`config.mk`:
```
export PLATFORM = sky130hd
export DESIGN_NAME = logic_unit_pipe
export DESIGN_NICKNAME = d
export VERILOG_FILES = /design/src/rtl/alu_pkg.sv /design/src/rtl/lu_flags.sv /design/src/rtl/logic_unit_pipe.sv
export SDC_FILE = /design/constraint.sdc
export NUM_CORES = 1
export LEC_CHECK = 0
export CAP_MARGIN = 20
export CORE_MARGIN = 2
export CORE_UTILIZATION = 31
export DETAILED_ROUTE_END_ITERATION = 10
export PLACE_DENSITY_LB_ADDON = 0.08
export SLEW_MARGIN = 20
export SYNTH_ARGS = -nofsm -noshare
export SYNTH_HDL_FRONTEND = slang
export SYNTH_SLANG_ARGS = --single-unit
export TNS_END_PERCENT = 50
```
`constraint.sdc`:
```
create_clock -name clk -period 2.6 [get_ports clk]
set_input_delay 0.39 -clock clk [delete_from_list [all_inputs] [get_ports clk]]
set_output_delay 0.39 -clock clk [all_outputs]
set_load 0.03 [all_outputs]
```
`src/rtl/alu_pkg.sv`:
```
// Shared ALU definitions: logic-unit op-code encoding and its width.
package alu_pkg;

  localparam int unsigned LU_OP_W = 3;

  typedef enum logic [LU_OP_W-1:0] {
    LU_AND   = 3'd0,
    LU_OR    = 3'd1,
    LU_XOR   = 3'd2,
    LU_NOR   = 3'd3,
    LU_NAND  = 3'd4,
    LU_XNOR  = 3'd5,
    LU_ANDN  = 3'd6,
    LU_PASSB = 3'd7
  } lu_op_t;

endpackage

```
`src/rtl/lu_flags.sv`:
```
// Combinational result flags: zero, all-ones and XOR parity.
module lu_flags #(
  parameter int unsigned WIDTH = 32
) (
  input  logic [WIDTH-1:0] result_i,
  output logic             zero_o,
  output logic             ones_o,
  output logic             parity_o
);

  assign zero_o   = (result_i == '0);
  assign ones_o   = &result_i;
  assign parity_o = ^result_i;

endmodule

```
`src/rtl/logic_unit_pipe.sv`:
```
// Pipelined bitwise logic unit with accumulate mode and valid/ready on both sides.
// Optional LU_ZCOUNT_EN adds a saturating count of zero-result output transfers.
module logic_unit_pipe
  import alu_pkg::*;
#(
  parameter int unsigned WIDTH       = 32,
  parameter int unsigned PIPE_STAGES = 2
) (
  input  logic               clk,
  input  logic               rst_n,
  input  logic               in_valid,
  output logic               in_ready,
  input  logic [WIDTH-1:0]   in_a,
  input  logic [WIDTH-1:0]   in_b,
  input  logic [LU_OP_W-1:0] in_op,
  input  logic               in_acc,
  output logic               out_valid,
  input  logic               out_ready,
  output logic [WIDTH-1:0]   out_result,
  output logic               out_zero,
  output logic               out_ones,
  output logic               out_parity
`ifdef LU_ZCOUNT_EN
  ,
  output logic [15:0]        zero_count
`endif
);

  if (PIPE_STAGES != 1 && PIPE_STAGES != 2) begin : g_bad_pipe
    $error("logic_unit_pipe: PIPE_STAGES must be 1 or 2");
  end
  if (WIDTH < 2 || WIDTH > 64) begin : g_bad_width
    $error("logic_unit_pipe: WIDTH must be in 2..64");
  end

  logic [WIDTH-1:0] op_a, alu_res, acc_q, s1_result_q, flag_src;
  logic             s1_valid_q, s1_valid_d, s1_load, s1_dn_ready, flag_load;
  logic             flag_zero, flag_ones, flag_parity;
  logic             zero_q, ones_q, parity_q;

  assign op_a = in_acc ? acc_q : in_a;

  always_comb begin
    alu_res = '0;
    unique case (lu_op_t'(in_op))
      LU_AND:   alu_res = op_a & in_b;
      LU_OR:    alu_res = op_a | in_b;
      LU_XOR:   alu_res = op_a ^ in_b;
      LU_NOR:   alu_res = ~(op_a | in_b);
      LU_NAND:  alu_res = ~(op_a & in_b);
      LU_XNOR:  alu_res = ~(op_a ^ in_b);
      LU_ANDN:  alu_res = op_a & ~in_b;
      LU_PASSB: alu_res = in_b;
    endcase
  end

  assign in_ready = !s1_valid_q || s1_dn_ready;
  assign s1_load  = in_valid && in_ready;

  always_comb begin
    s1_valid_d = s1_valid_q;
    if (s1_load)          s1_valid_d = 1'b1;
    else if (s1_dn_ready) s1_valid_d = 1'b0;
  end

  // acc and the stage-1 result share one load enable, so acc never moves on a stall.
  always_ff @(posedge clk or negedge rst_n) begin
    if (!rst_n) begin
      s1_valid_q  <= 1'b0;
      s1_result_q <= '0;
      acc_q       <= '0;
    end else begin
      s1_valid_q <= s1_valid_d;
      if (s1_load) begin
        s1_result_q <= alu_res;
        acc_q       <= alu_res;
      end
    end
  end

  if (PIPE_STAGES == 1) begin : g_one
    assign s1_dn_ready = out_ready;
    assign flag_load   = s1_load;
    assign flag_src    = alu_res;
    assign out_valid   = s1_valid_q;
    assign out_result  = s1_result_q;
  end else begin : g_two
    logic             s2_valid_q, s2_load, fin_ready;
    logic [WIDTH-1:0] s2_result_q;

    assign fin_ready   = !s2_valid_q || out_ready;
    assign s2_load     = s1_valid_q && fin_ready;
    assign s1_dn_ready = fin_ready;
    assign flag_load   = s2_load;
    assign flag_src    = s1_result_q;
    assign out_valid   = s2_valid_q;
    assign out_result  = s2_result_q;

    always_ff @(posedge clk or negedge rst_n) begin
      if (!rst_n) begin
        s2_valid_q  <= 1'b0;
        s2_result_q <= '0;
      end else begin
        if (s2_load)        s2_valid_q <= 1'b1;
        else if (out_ready) s2_valid_q <= 1'b0;
        if (s2_load) s2_result_q <= s1_result_q;
      end
    end
  end

  lu_flags #(
    .WIDTH(WIDTH)
  ) u_flags (
    .result_i (flag_src),
    .zero_o   (flag_zero),
    .ones_o   (flag_ones),
    .parity_o (flag_parity)
  );

  always_ff @(posedge clk or negedge rst_n) begin
    if (!rst_n) begin
      zero_q   <= 1'b0;
      ones_q   <= 1'b0;
      parity_q <= 1'b0;
    end else if (flag_load) begin
      zero_q   <= flag_zero;
      ones_q   <= flag_ones;
      parity_q <= flag_parity;
    end
  end

  assign out_zero   = zero_q;
  assign out_ones   = ones_q;
  assign out_parity = parity_q;

`ifdef LU_ZCOUNT_EN
  logic [15:0] zcnt_q;

  always_ff @(posedge clk or negedge rst_n) begin
    if (!rst_n) begin
      zcnt_q <= '0;
    end else if (out_valid && out_ready && zero_q && (zcnt_q != 16'hFFFF)) begin
      zcnt_q <= zcnt_q + 16'd1;
    end
  end

  assign zero_count = zcnt_q;
`endif

endmodule
```
==> summary.txt <==
Global route
  – GR Util All Layers: 0.161
  – Largest net degree at the start of global routing: 70
  – Initial antenna violation count: 1
  – Grt total ovfl: 0
  – First-pass GRT wire length: between 30 and 40 mm
  – Number of global-route vias before repair: approximately 5400

Job
  – Maxcap violations: 0

Logic synthesis
  – Syn Nets: 1001
  – Unique masters post-synth: 24
  – Syn Area/Cell: around 8.7 um^2
  – Register bit count reported by yosys: 69
  – Gate Count Post-Synth: 801
  – Sequential fraction of the synthesis area: 0.248
  – Syn Std Cell Area: 0.00695 mm^2
  – Yosys Warn Count: 0

Setup path
  – CP required: 2.21 ns
  – Type of the worst setup path: input port to output pin
  – Peak fanout along the critical path: 3
  – Worst reg2reg path depth: 7
  – RR Endpoint: out_parity$_DFFE_PN0P_
  – CP Capture Type: output pin
  – Crit Reg-Reg Startpoint: flag_src[6]$_DFFE_PN0P_
  – Setup crit start kind: input port
  – Critical path data arrival time: 1.67 ns
  – Internal reg-to-reg setup slack: 0.81 ns

Route
  – Vias: 5597
  – Via density: approximately 4.8
  – WL/cell: between 15 and 20 um
  – Drt pass-1 iters: 5
  – Routed Antenna Nets: 0
  – DRC: 0
  – Drt initial violations: roughly 320
  – Drt total wl: approximately 19 mm

Clocking
  – Clock slew at reported path FFs: ~0.060 ns
  – Later-pin clock latency in the skew report: ~0.33 ns
  – Post-CTS Setup Inserts: 0
  – Clock Tree Buf Depth: 2
  – Clk sinks: just under 70
  – Post-cts resize count: 0
  – Clk root buf: clkbuf_16
  – H-tree depth: 3
  – CTS tree: yes
  – CTS buffer count: 9
  – Cts hold-fix bufs: 0

Run status
  – Outcome: completed

Power
  – Pwr Total: between 5 and 6 mW
  – Peak supply drop: 0.316 mV
  – Clock group share of total power: 0.263
  – Internal power: ~3.2 mW
  – Switching Share: 0.383
  – Comb power frac: 0.450
  – Flop pwr share: 0.288
  – Sw Pwr: 1.97 mW
  – Pwr per Cell Area: approximately 600 mW/mm^2
  – Leakage: roughly 4.2 nW

Floorplanning
  – Height of the die: ~150 um
  – # IOs: 109
  – Starting Density: 0.318
  – Std-Cell Rows: 54
  – Die area: about 0.024 mm^2
  – Core Box Area: between 0.02 and 0.025 mm^2
  – Chip Width: between 150 and 200 um

Worst hold path
  – Hold WC Path Type: input port to async pin

STA
  – Part of the cycle the worst path needs: 0.792
  – Setup Skew: 0.00725 ns
  – Worst Tran Pin Value: 0.942 ns
  – Final min period: 2.06 ns
  – Final Hold Viols: 0
  – Fmax: 486 MHz
  – Final count of pins violating max slew: 0
  – Slew margin rel.: 0.372
  – Final setup viols: 0
  – Sum Neg Setup Slack: 0 ns
  – RSZ-0062 raised after global routing: false

Placed design
  – IO Port Bufs: around 110
  – Global placement routability congestion: approximately 0.73
  – Dpl hpwl: 13.8 mm

Final layout
  – Area Growth Syn to Fin: 23.2%
  – Final Util: 0.391
  – Share of layout cells above drive strength 1: 0.0406
  – Fin nets: around 1100
  – Fill count: ~2300
layer usage:
layer  track usage  vias to the layer above  share of wire
met4        0.0258                        2         0.0043
met2         0.244                       98           0.43
met3        0.0296                        6          0.032
met1         0.241                     2588           0.54
li1              -                     2903              -
met5             0                        -        0.00069
flip-flops by register name, indices dropped and copies added (netlist names):
signal	cells
flag_src	32
out_result	32
out_ones	1
out_parity	1
out_valid	1
out_zero	1
s1_valid_q	1
how the worst max path moves through the flow:
stage	from	end	slack, ns	cells after the start
floorplan	in_acc	flag_src[17]$_DFFE_PN0P_	0.68	10
global placement	out_ready	in_ready	0.55	3
detailed placement	out_ready	in_ready	0.55	3
CTS	out_ready	in_ready	0.54	3
global route	out_ready	in_ready	0.48	3
finish	out_ready	in_ready	0.54	3
power by group through the flow:
stage | combinational (mW) | sequential, mW | clock [mW]
after CTS | 2.33 | 1.48 | 1.38
after global placement | 2.32 | 1.50 | 0
after detailed placement | 2.32 | 1.50 | 0
final | 2.31 | 1.48 | 1.35
after floorplan | 1.32 | 1.68 | 0
after global routing | 2.60 | 1.51 | 1.42
cell usage in the layout (no fill, tap or decap), types with 2 or more instances in the layout:
master and n:
dfrtp_1 69, bufinv_16 2, o22ai_1 32, ha_1 128, or4_1 2, clkinvlp_4 2, clkdlybuf4s50_1 104, nand4_1 8
mux2i_1 96, nand2_1 36, xnor2_1 13, nor2b_1 32, nor2_1 32, o21ai_0 57, xor2_1 2, nand2b_1 4
buf_12 6, a211o_1 32, o21ai_1 74, inv_1 96, buf_4 9, clkbuf_16 9, a21oi_1 32, buf_2 2
final cells by class:
class	instances	area (um^2)	share of cell area
multi-input cells	583	4560	0.532
flip-flops and latches	69	1730	0.201
repair buffers	122	1250	0.146
inverters	96	360	0.0420
well taps	280	350	0.0409
clock buffers	9	225	0.0263
clock inverters	7	97.6	0.0114
diodes	1	2.50	0.000292
worst max-delay path: stages:
cell and delay (ns):
clkdlybuf4s50_1 0.47, nand3b_1 0.13, clkdlybuf4s50_1 0.68
Yosys cell counts:
cell type / number / share of area
xor2_1: 2 / 0.0025
clkbuf_1: 21 / 0.011
nor2_1: 32 / 0.017
or4_1: 2 / 0.0022
buf_1: 6 / 0.0032
dfrtp_1: 69 / 0.25
buf_2: 10 / 0.0072
a21oi_1: 32 / 0.023
nand2b_1: 4 / 0.0036
mux2i_1: 96 / 0.14
and2_1: 1 / 0.00090
nand3b_1: 1 / 0.0011
xnor2_1: 13 / 0.016
inv_1: 96 / 0.052
buf_6: 11 / 0.018
nand2_1: 37 / 0.020
nand4_1: 8 / 0.0072
buf_4: 5 / 0.0054
ha_1: 128 / 0.23
o22ai_1: 32 / 0.029
o21ai_1: 74 / 0.053
nor2b_1: 32 / 0.029
o21ai_0: 57 / 0.041
a211o_1: 32 / 0.040
cell families (layout without fill, tap and decap cells):
family          Yosys count  count (layout)  synth area share
compound gates          227             227             0.186
buf+inv                 149             234            0.0968
fa+ha+maj               128             128             0.230
simple gates            117             117            0.0810
mux                      96              96             0.138
flops                    69              69             0.248
xor+xnor                 15              15            0.0189
other cells               0               1                 0
stage by stage:
step / worst slack, ns / hold WS [ns] / cells / area, um^2
after floorplan: 0.679 / 0.0944 / 801 / 6950
after global placement: 0.552 / 0.465 / 1150 / 8240
after detailed placement: 0.548 / 0.470 / 1150 / 8240
after CTS: 0.539 / 0.239 / 1166 / 8570
after global routing: 0.478 / 0.259 / 1166 / 8570
final: 0.541 / 0.195 / 1167 / 8570
Power figures use the tool's default switching activity.
